===== config.mk =====
export PLATFORM = sky130hd
export DESIGN_NAME = ahb_apb_bridge_mslv
export DESIGN_NICKNAME = d
export VERILOG_FILES = /design/src/rtl/ahb_apb_pkg.sv /design/src/rtl/apb_slv_decode.sv /design/src/rtl/ahb_apb_bridge_mslv.sv
export SDC_FILE = /design/constraint.sdc
export NUM_CORES = 1
export LEC_CHECK = 0
export CORE_MARGIN = 3
export CORE_UTILIZATION = 28
export CTS_BUF_LIST = sky130_fd_sc_hd__clkbuf_8
export CTS_CLUSTER_DIAMETER = 100
export CTS_CLUSTER_SIZE = 24
export DETAILED_ROUTE_END_ITERATION = 10
export PLACE_DENSITY_LB_ADDON = 0.08
export SLEW_MARGIN = 40
export SYNTH_ARGS = -nofsm -noshare
export SYNTH_HDL_FRONTEND = slang
export SYNTH_SLANG_ARGS = --single-unit

===== constraint.sdc =====
create_clock -name clk -period 3.6 [get_ports clk]
set_clock_uncertainty 0.1 [all_clocks]
set_input_delay 0.36 -clock clk [delete_from_list [all_inputs] [get_ports clk]]
set_output_delay 0.36 -clock clk [all_outputs]
set_load 0.005 [all_outputs]

===== src/rtl/ahb_apb_pkg.sv =====
// Shared types and constants for the AHB-Lite to multi-slave APB3 bridge.
package ahb_apb_pkg;

  typedef enum logic [1:0] {
    HtransIdle   = 2'b00,
    HtransBusy   = 2'b01,
    HtransNonseq = 2'b10,
    HtransSeq    = 2'b11
  } htrans_t;

  typedef enum logic [2:0] {
    StIdle,
    StWwait,
    StSetup,
    StAccess,
    StErr1,
    StErr2
  } bridge_state_t;

  localparam logic HRESP_OKAY  = 1'b0;
  localparam logic HRESP_ERROR = 1'b1;

  function automatic int unsigned sel_width(int unsigned num_slv);
    return (num_slv > 1) ? $clog2(num_slv) : 1;
  endfunction

  // A zero timeout still needs a 1-bit counter so the datapath stays well formed.
  function automatic int unsigned cnt_width(int unsigned timeout);
    return (timeout > 0) ? $clog2(timeout + 1) : 1;
  endfunction

endpackage


===== src/rtl/apb_slv_decode.sv =====
// Address decoder: picks the APB slave index from a fixed haddr bit field.
module apb_slv_decode
  import ahb_apb_pkg::*;
#(
  parameter int unsigned ADDR_W  = 32,
  parameter int unsigned NUM_SLV = 4,
  parameter int unsigned SEL_LSB = 12,
  localparam int unsigned SEL_W  = sel_width(NUM_SLV)
) (
  input  logic [ADDR_W-1:0] haddr,
  output logic              hit,
  output logic [SEL_W-1:0]  idx
);

  logic unused_haddr;
  assign unused_haddr = ^haddr;

  assign idx = haddr[SEL_LSB +: SEL_W];
  // Widened compare so a power-of-two slave count does not fold to a constant.
  assign hit = ({1'b0, idx} < (SEL_W + 1)'(NUM_SLV));

endmodule


===== src/rtl/ahb_apb_bridge_mslv.sv =====
// AHB-Lite slave to APB3 master bridge with per-slave decode, PREADY wait states,
// PSLVERR / decode-miss / timeout mapped onto a two-cycle AHB ERROR response.
module ahb_apb_bridge_mslv
  import ahb_apb_pkg::*;
#(
  parameter int unsigned ADDR_W  = 32,
  parameter int unsigned DATA_W  = 32,
  parameter int unsigned NUM_SLV = 4,
  parameter int unsigned SEL_LSB = 12,
  parameter int unsigned TIMEOUT = 256
) (
  input  logic                      clk,
  input  logic                      hresetn,
  input  logic                      hsel,
  input  logic [ADDR_W-1:0]         haddr,
  input  logic [1:0]                htrans,
  input  logic                      hwrite,
  input  logic                      hreadyin,
  input  logic [DATA_W-1:0]         hwdata,
  output logic [DATA_W-1:0]         hrdata,
  output logic                      hreadyout,
  output logic                      hresp,
  output logic [ADDR_W-1:0]         paddr,
  output logic [NUM_SLV-1:0]        psel,
  output logic                      penable,
  output logic                      pwrite,
  output logic [DATA_W-1:0]         pwdata,
  input  logic [NUM_SLV*DATA_W-1:0] prdata,
  input  logic [NUM_SLV-1:0]        pready,
  input  logic [NUM_SLV-1:0]        pslverr
);

  localparam int unsigned SEL_W = sel_width(NUM_SLV);
  localparam int unsigned CNT_W = cnt_width(TIMEOUT);
  localparam logic [CNT_W-1:0] CNT_LAST = CNT_W'(TIMEOUT - 1);

  bridge_state_t       state_q, state_d;
  logic [SEL_W-1:0]    idx_q, idx_d;
  logic [CNT_W-1:0]    cnt_q, cnt_d;
  logic                hreadyout_q, hreadyout_d;
  logic                hresp_q, hresp_d;
  logic [NUM_SLV-1:0]  psel_q, psel_d;
  logic                penable_q, penable_d;
  logic                pwrite_q, pwrite_d;
  logic [ADDR_W-1:0]   paddr_q, paddr_d;
  logic [DATA_W-1:0]   pwdata_q, pwdata_d;
  logic [DATA_W-1:0]   hrdata_q, hrdata_d;

  logic                dec_hit;
  logic [SEL_W-1:0]    dec_idx;
  logic                capture;
  htrans_t             trans;
  logic                sel_ready;
  logic                sel_err;
  logic [DATA_W-1:0]   sel_rdata;

  apb_slv_decode #(
    .ADDR_W  (ADDR_W),
    .NUM_SLV (NUM_SLV),
    .SEL_LSB (SEL_LSB)
  ) u_decode (
    .haddr (haddr),
    .hit   (dec_hit),
    .idx   (dec_idx)
  );

  function automatic logic [NUM_SLV-1:0] onehot(logic [SEL_W-1:0] sel);
    logic [NUM_SLV-1:0] v;
    v = '0;
    for (int unsigned i = 0; i < NUM_SLV; i++) begin
      if (sel == SEL_W'(i)) v[i] = 1'b1;
    end
    return v;
  endfunction

  assign trans   = htrans_t'(htrans);
  assign capture = hsel && hreadyin && hreadyout_q &&
                   (trans == HtransNonseq || trans == HtransSeq) &&
                   (state_q == StIdle || state_q == StErr2);

  always_comb begin
    sel_ready = 1'b0;
    sel_err   = 1'b0;
    sel_rdata = '0;
    for (int unsigned i = 0; i < NUM_SLV; i++) begin
      if (idx_q == SEL_W'(i)) begin
        sel_ready = pready[i];
        sel_err   = pslverr[i];
        sel_rdata = prdata[i*DATA_W +: DATA_W];
      end
    end
  end

  always_comb begin
    state_d     = state_q;
    idx_d       = idx_q;
    cnt_d       = cnt_q;
    hreadyout_d = hreadyout_q;
    hresp_d     = hresp_q;
    psel_d      = psel_q;
    penable_d   = penable_q;
    pwrite_d    = pwrite_q;
    paddr_d     = paddr_q;
    pwdata_d    = pwdata_q;
    hrdata_d    = hrdata_q;

    unique case (state_q)
      StIdle, StErr2: begin
        if (capture) begin
          idx_d       = dec_idx;
          hreadyout_d = 1'b0;
          if (dec_hit) begin
            hresp_d  = HRESP_OKAY;
            paddr_d  = haddr;
            pwrite_d = hwrite;
            if (hwrite) begin
              state_d = StWwait;
            end else begin
              state_d = StSetup;
              psel_d  = onehot(dec_idx);
              cnt_d   = '0;
            end
          end else begin
            state_d = StErr1;
            hresp_d = HRESP_ERROR;
          end
        end else begin
          state_d     = StIdle;
          hreadyout_d = 1'b1;
          hresp_d     = HRESP_OKAY;
        end
      end
      StWwait: begin
        // Write data is only valid in the data phase, one cycle after capture.
        pwdata_d = hwdata;
        psel_d   = onehot(idx_q);
        cnt_d    = '0;
        state_d  = StSetup;
      end
      StSetup: begin
        penable_d = 1'b1;
        state_d   = StAccess;
      end
      StAccess: begin
        if (sel_ready) begin
          psel_d    = '0;
          penable_d = 1'b0;
          if (sel_err) begin
            state_d = StErr1;
            hresp_d = HRESP_ERROR;
          end else begin
            state_d     = StIdle;
            hreadyout_d = 1'b1;
            hresp_d     = HRESP_OKAY;
            if (!pwrite_q) hrdata_d = sel_rdata;
          end
        end else if ((TIMEOUT != 0) && (cnt_q == CNT_LAST)) begin
          psel_d    = '0;
          penable_d = 1'b0;
          state_d   = StErr1;
          hresp_d   = HRESP_ERROR;
        end else begin
          cnt_d = cnt_q + CNT_W'(1);
        end
      end
      StErr1: begin
        state_d     = StErr2;
        hreadyout_d = 1'b1;
        hresp_d     = HRESP_ERROR;
      end
      default: begin
        state_d     = StIdle;
        hreadyout_d = 1'b1;
        hresp_d     = HRESP_OKAY;
        psel_d      = '0;
        penable_d   = 1'b0;
      end
    endcase
  end

  always_ff @(posedge clk or negedge hresetn) begin
    if (!hresetn) begin
      state_q     <= StIdle;
      idx_q       <= '0;
      cnt_q       <= '0;
      hreadyout_q <= 1'b1;
      hresp_q     <= HRESP_OKAY;
      psel_q      <= '0;
      penable_q   <= 1'b0;
      pwrite_q    <= 1'b0;
      paddr_q     <= '0;
      pwdata_q    <= '0;
      hrdata_q    <= '0;
    end else begin
      state_q     <= state_d;
      idx_q       <= idx_d;
      cnt_q       <= cnt_d;
      hreadyout_q <= hreadyout_d;
      hresp_q     <= hresp_d;
      psel_q      <= psel_d;
      penable_q   <= penable_d;
      pwrite_q    <= pwrite_d;
      paddr_q     <= paddr_d;
      pwdata_q    <= pwdata_d;
      hrdata_q    <= hrdata_d;
    end
  end

  assign hrdata    = hrdata_q;
  assign hreadyout = hreadyout_q;
  assign hresp     = hresp_q;
  assign paddr     = paddr_q;
  assign psel      = psel_q;
  assign penable   = penable_q;
  assign pwrite    = pwrite_q;
  assign pwdata    = pwdata_q;

endmodule


==> run_results.csv, run 1 <==
group,metric,value,unit
power,total_leakage_power,3.94,nW
worst_setup_path,cp.buffers_inverters,0,
sta,report.final.hold_viol_count,0,
synth,ys_ff_latch,116,
sta,max_freq,0.346,GHz
worst_setup_path,worst_path_max_delay_cell,"a211oi_2",
global_routing,grt_max_degree,45,
synth,synthTopCellsByCount,"dfrtp_1 (115), mux2_1 (70), mux4_2 (33), mux2_4 (30), nand2_1 (8)",
clock_tree,clk_pin_slew,0.08,ns
final_layout,syn_to_final_growth,67.3,%
power,power_density,726,nW/um2
drt,dr_total_vias,4514,
synth,synth_most_common_cell,"dfrtp_1",
clock_tree,root_buffer,"clkbuf_8",
power,ir_worst_vdd,0.307,mV
placed_design,place_ws,0.730,ns
global_routing,antenna_found_initial,2,
sta,tightest_slew,0.698,ns
synth,syn_nets,581,
die,die-area,22000,um2
drt,ant_nets,0,
synth,syn_inst,372,
synth,syn-cell-area,5680,um2
synth,ys_types,48,
synth,async_flop_share,100,%
worst_setup_path,path_cells,"ha_1 -> and3_1 -> and3_1 -> and3_1 -> ha_1 -> nor2b_1 -> a22o_1 -> a211oi_2 -> mux2_1",
sta,period_share,80.2,%
clock_tree,h-tree-depth,4,
drt,drt-pass1-iter-count,4,
placed_design,dp_hpwl,14700,um
worst_setup_path,cpPeakStageDelay,0.65,ns
sta,finalMaxSlewViolations,0,
worst_hold_path,hold_class,"input pin to asynchronous set/reset pin",
synth,ys_seq_area_share,51.1,%
worst_setup_path,critPathTopFamily,"compound AO/OA/AOI/OAI gates",
clock_tree,cts_setup_buffers,0,
final_layout,n_fill_cell,1759,
synth,yosysWarnings,0,
global_routing,grt_pass1_vias,4860,
die,die_h,148,um
worst_setup_path,cp_max_fo,9,
sta,finalSetupTns,0,ns
die,die_w,148,um
synth,synthFlopType,"dfrtp_1",
clock_tree,clockBufferDepth,2,
drt,drt-vias-per-instance,4.67,
sta,fin_ws,0.714,ns
clock_tree,cts_tree,"built",
clock_tree,cts_inserted_buffers,17,
clock_tree,cts_resized,0,
final_layout,num-nets-final,897,
drt,drcViolationCount,0,
worst_setup_path,end_kind,"flip-flop",
run,cap_violations,0,
sta,rsz0062_at_grt,"no",
worst_setup_path,worstSetupPathType,"flip-flop to flip-flop",
final_layout,drive_gt1_share,16.7,%
clock_tree,hold_buffers,1,
die,start_util,28.8,%
synth,synth_area_leaders,"dfrtp_1 (51%), mux2_1 (14%), mux4_2 (13%), mux2_4 (7.9%), buf_6 (0.99%)",
sta,min_period,2.89,ns
synth,avgSynthCellArea,15.3,um2
clock_tree,clock_sinks,116,
worst_setup_path,required,3.81,ns
global_routing,grt_overflow,0,
worst_setup_path,arrival,3.10,ns
drt,wl_per_cell,19.7,um
sta,slew_headroom,53.4,%
global_routing,grt_usage,17.2,%
synth,yosysTopAreaCell,"dfrtp_1",
drt,wl,19000,um
global_routing,grt_pass1_wl,28800,um
drt,drtIter0Drc,132,
final_layout,postLayoutCoreUtil,48.2,%
synth,synth_edf_count,0,
worst_setup_path,crit_top_cell,"and3_1",
sta,setup_viol,0,
worst_setup_path,cp-startpoint,"cnt_q[1]",
final_layout,diodes,0,
clock_tree,clock_latency,0.43,ns
placed_design,gp_congestion,0.763,
die,rows,51,
worst_setup_path,rr_startpoint,"cnt_q[1]",
synth,synth_top_area_share,50.6,%
placed_design,io_buffers,309,
die,coreArea,19700,um2
worst_setup_path,critical_path.startpoint_type,"flip-flop",
outcome,outcome,"completed",
die,pin_count,311,
## cell type report
cell class                 count  area [um2]  area share (%)
timing repair buffer         320        3200            33.7
sequential                   116        2910            30.6
multi-input combinational    224        2620            27.6
tap                          265         332            3.49
clock buffer                  19         262            2.75
clock inverter                13         149            1.57
inverter                       9        36.3           0.382
## worst reg2reg max path: cells and delay by family, from the launching register on
family,cells,cell delay (ns)
fa+ha+maj,2,0.34
simple gates,4,0.64
mux,1,0.39
flops,1,0.38
compound gates,2,0.93
## flip-flops by register name (all words and copies together), names as in the netlist
name / flops
hrdata: 32
pwdata: 32
paddr: 31
cnt_q: 9
psel: 4
state_q: 3
hreadyout: 1
hresp: 1
idx_q: 1
penable: 1
pwrite: 1
## where the power goes
| group | internal, mW | leakage [nW] | switching (mW) | total, mW |
|---|---|---|---|---|
| Sequential | 1.91 | 1.42 | 0.384 | 2.29 |
| Combinational | 2.17 | 2.32 | 1.21 | 3.37 |
| Clock | 0.660 | 0.199 | 0.579 | 1.24 |
## path summary, 6_finish.rpt
kind / to / slack, ns / depth (start not counted)
max: cnt_q[8] / 0.71 / 9
min: paddr[16] / 0.37 / 2
max reg2reg: cnt_q[8] / 0.71 / 9
min reg2reg: pwdata[22] / 0.39 / 1
max in group asynchronous: paddr[9] / 2.15 / 3
min in group clk: pwdata[22] / 0.39 / 1
## kinds of logic after synthesis
logic type | count (synthesis) | synth area share, %
multiplexers | 137 | 35.6
buffers and inverters | 32 | 2.97
AO/OA/AOI/OAI | 36 | 4.93
XOR/XNOR | 2 | 0.308
AND/OR/NAND/NOR | 47 | 4.62
adder cells (fa/ha/maj) | 2 | 0.440
flip-flops | 116 | 51.1
## layout by cell type (no fill, tap or decap), types with 3 or more instances in the layout
cell type	netlist	layout
clkdlybuf4s50_1	0	308
dfrtp_1	115	114
mux2_1	70	70
mux4_2	33	33
mux2_4	30	30
clkbuf_8	0	19
buf_4	0	9
nand2_1	8	8
nor2_1	7	7
inv_1	6	6
nand2b_1	5	5
nor3_1	6	5
a221o_1	5	5
a21oi_1	5	5
clkinv_4	0	5
nor2b_1	4	4
a32o_1	4	4
and3_1	3	3
o21ai_1	3	3
mux2i_1	3	3
o21ai_0	3	3
clkinvlp_4	0	3
## per-stage QoR
stage,cells,power [mW],cell area (um2),hold WS [ns]
2_1_floorplan,372,3.88,5680,-0.0356
5_1_grt,966,7.37,9510,0.382
3_3_place_gp,933,5.70,9080,0.310
4_1_cts,966,7.05,9510,0.370
6_report,966,6.90,9510,0.374
3_5_place_dp,933,5.76,9080,0.317
## per-layer routing
metal | global-route usage (%) | wire [um]
met5 | 0 | 27
met4 | 3.74 | 106
met3 | 6.70 | 1530
met2 | 31.3 | 10300
met1 | 19.1 | 7030
Power figures use the tool's default switching activity.
==> inputs of run 2 (changes only) <==
==> constraint.sdc (replaced) <==
create_clock -name clk -period 2.55 [get_ports clk]
set_clock_uncertainty 0.1 [all_clocks]
set_input_delay 0.255 -clock clk [delete_from_list [all_inputs] [get_ports clk]]
set_output_delay 0.255 -clock clk [all_outputs]
set_load 0.005 [all_outputs]
==> run 2 against run 1 <==
Routed wire length grew 2.5%. Final cell count grew 2.5%. Sequential power grew 38%. First-iteration DRC count shrank 9.8%. Core utilization grew 1.6 points. Die area is the same. Sequential cell count is the same. Maximum frequency grew 17%. Worst setup slack lost 0.62 ns. Count of clock-buffer cells in the layout grew 4. Critical path depth grew 1. Total power grew 47%. Critical endpoint is now psel[1]. Largest cell class unchanged. Highest routed layer unchanged.
==> run_results.csv, run 2 (same netlist as run 1, synthesis figures left out) <==
group,metric,value,unit
worst_setup_path,cpPeakStageDelay,0.39,ns
placed_design,io_buffers,309,
worst_setup_path,cp.depth,10,
drt,dr_total_vias,4601,
sta,rsz0062_at_grt,"yes",
worst_setup_path,critPathTopFamily,"simple AND/OR/NAND/NOR gates",
worst_setup_path,required,2.77,ns
worst_setup_path,cp.buffers_inverters,1,
run,cap_violations,0,
sta,max_freq,0.407,GHz
sta,min_period,2.46,ns
drt,wl,19500,um
clock_tree,cts_inserted_buffers,17,
global_routing,grt_overflow,0,
placed_design,dp_hpwl,15200,um
sta,finalMaxSlewViolations,0,
worst_setup_path,arrival,2.67,ns
drt,drtIter0Drc,119,
sta,fin_ws,0.0926,ns
drt,drt-vias-per-instance,4.65,
clock_tree,clock_sinks,116,
global_routing,grt_pass1_vias,5000,
worst_setup_path,worst_r2r_endpoint,"psel[1]",
die,rows,51,
worst_setup_path,path_cells,"ha_2 -> and3_4 -> and3_4 -> and3_4 -> ha_4 -> nor2b_4 -> a221oi_4 -> nor4_2 -> buf_4 -> mux2_4",
sta,report.final.hold_viol_count,0,
die,pin_count,311,
worst_setup_path,critical_path.startpoint_type,"flip-flop",
final_layout,syn_to_final_growth,72.9,%
final_layout,final_common_cell,"clkdlybuf4s50_1",
worst_setup_path,end_kind,"flip-flop",
worst_setup_path,cp_max_fo,4,
outcome,outcome,"completed",
clock_tree,h-tree-depth,4,
clock_tree,clockBufferDepth,2,
placed_design,place_ws,-0.153,ns
clock_tree,clk_pin_slew,0.07,ns
power,ir_worst_vdd,0.473,mV
final_layout,drive_gt1_share,21.1,%
worst_setup_path,rr_startpoint,"cnt_q[0]",
sta,setup_viol,0,
power,power_density,1030,nW/um2
final_layout,num-nets-final,922,
die,coreArea,19700,um2
drt,ant_nets,0,
worst_setup_path,worstSetupPathType,"flip-flop to flip-flop",
sta,slew_headroom,60.5,%
power,p_total,10.1,mW
clock_tree,root_buffer,"clkbuf_8",
worst_setup_path,reg2reg_slack,0.09,ns
die,die-area,22000,um2
placed_design,gp_congestion,0.790,
worst_setup_path,reg2regPathDepth,10,
worst_setup_path,crit_top_cell,"and3_4",
worst_hold_path,hold_class,"input pin to asynchronous set/reset pin",
final_layout,n_fill_cell,1696,
drt,drcViolationCount,0,
global_routing,antenna_found_initial,2,
global_routing,grt_pass1_wl,29300,um
sta,tightest_slew,0.592,ns
sta,period_share,96.4,%
clock_tree,clock_latency,0.44,ns
worst_setup_path,worst_path_max_delay_cell,"dfrtp_1",
die,start_util,28.8,%
final_layout,diodes,0,
global_routing,grt_usage,17.6,%
drt,wl_per_cell,19.7,um
drt,drt-pass1-iter-count,4,
final_layout,final_cell_mix,"clkdlybuf4s50_1 (308), dfrtp_1 (114), mux2_1 (66), mux2_4 (34), mux4_2 (33)",
global_routing,grt_max_degree,41,
clock_tree,cts_tree,"built",
die,die_w,148,um
power,total_leakage_power,4.11,nW
die,die_h,148,um
run 2: changes by cell type in the layout (fill, tap and decap cells not counted), moves of 3 or more:
| cell | before | now |
|---|---|---|
| mux2_1 | 70 | 66 |
| mux2_4 | 30 | 34 |
| and3_4 | 0 | 3 |
| and3_1 | 3 | 0 |
| buf_4 | 9 | 32 |
| clkinv_4 | 5 | 2 |
| clkbuf_8 | 19 | 23 |
run 2: how the worst max path moves through the flow:
stage / from / end / slack (ns)
after detailed placement: cnt_q[0] / cnt_q[8] / -0.15
after global routing: cnt_q[1] / psel[1] / -0.01
after floorplan: cnt_q[0] / psel[0] / 0.001
after CTS: cnt_q[0] / psel[0] / -0.03
final: cnt_q[0] / psel[1] / 0.09
after global placement: cnt_q[0] / cnt_q[8] / -0.06
run 2: stage by stage:
step,area [um2],utilization [%],setup TNS [ns],cells,hold WS [ns]
2_1_floorplan,5680,-,0,372,-0.141
3_3_place_gp,9260,47.0,-0.116,953,0.179
3_5_place_dp,9260,47.0,-2.25,953,0.193
4_1_cts,9750,49.4,-0.115,986,0.269
5_1_grt,9820,49.8,-0.0215,990,0.290
6_report,9820,49.8,0,990,0.257
run 2: power breakdown:
part / total [mW] / switching, mW / leakage, nW / internal [mW]
registers: 3.15 / 0.452 / 1.42 / 2.69
clock network: 1.78 / 0.763 / 0.213 / 1.02
logic: 5.20 / 1.90 / 2.48 / 3.30
run 2: cell type report:
type	count	area, um2	share of cell area, %
inverters	9	36.3	0.369
repair buffers	345	3410	34.7
well taps	265	332	3.38
flip-flops and latches	116	2910	29.6
clock buffers	23	317	3.22
multi-input cells	224	2720	27.7
clock inverters	8	100	1.02
run 2: metal layers:
layer / part of all wire, % / vias to the layer above / GRT usage [%]
met5: 0.14 / - / 0
met4: 1.5 / 4 / 5.73
met3: 7.9 / 22 / 5.67
met2: 53 / 172 / 32.1
met1: 37 / 2303 / 19.2
li1: - / 2100 / -
run 2: timing repair:
action                                 4_1_cts  5_1_grt
endpoints found under the hold margin       37        0
buffers inserted                             1        4
gates cloned                                 0        0
hold buffers                                 1        0
setup endpoints to repair                   11        9
pin swaps                                    3        4
resized for setup                           10        9
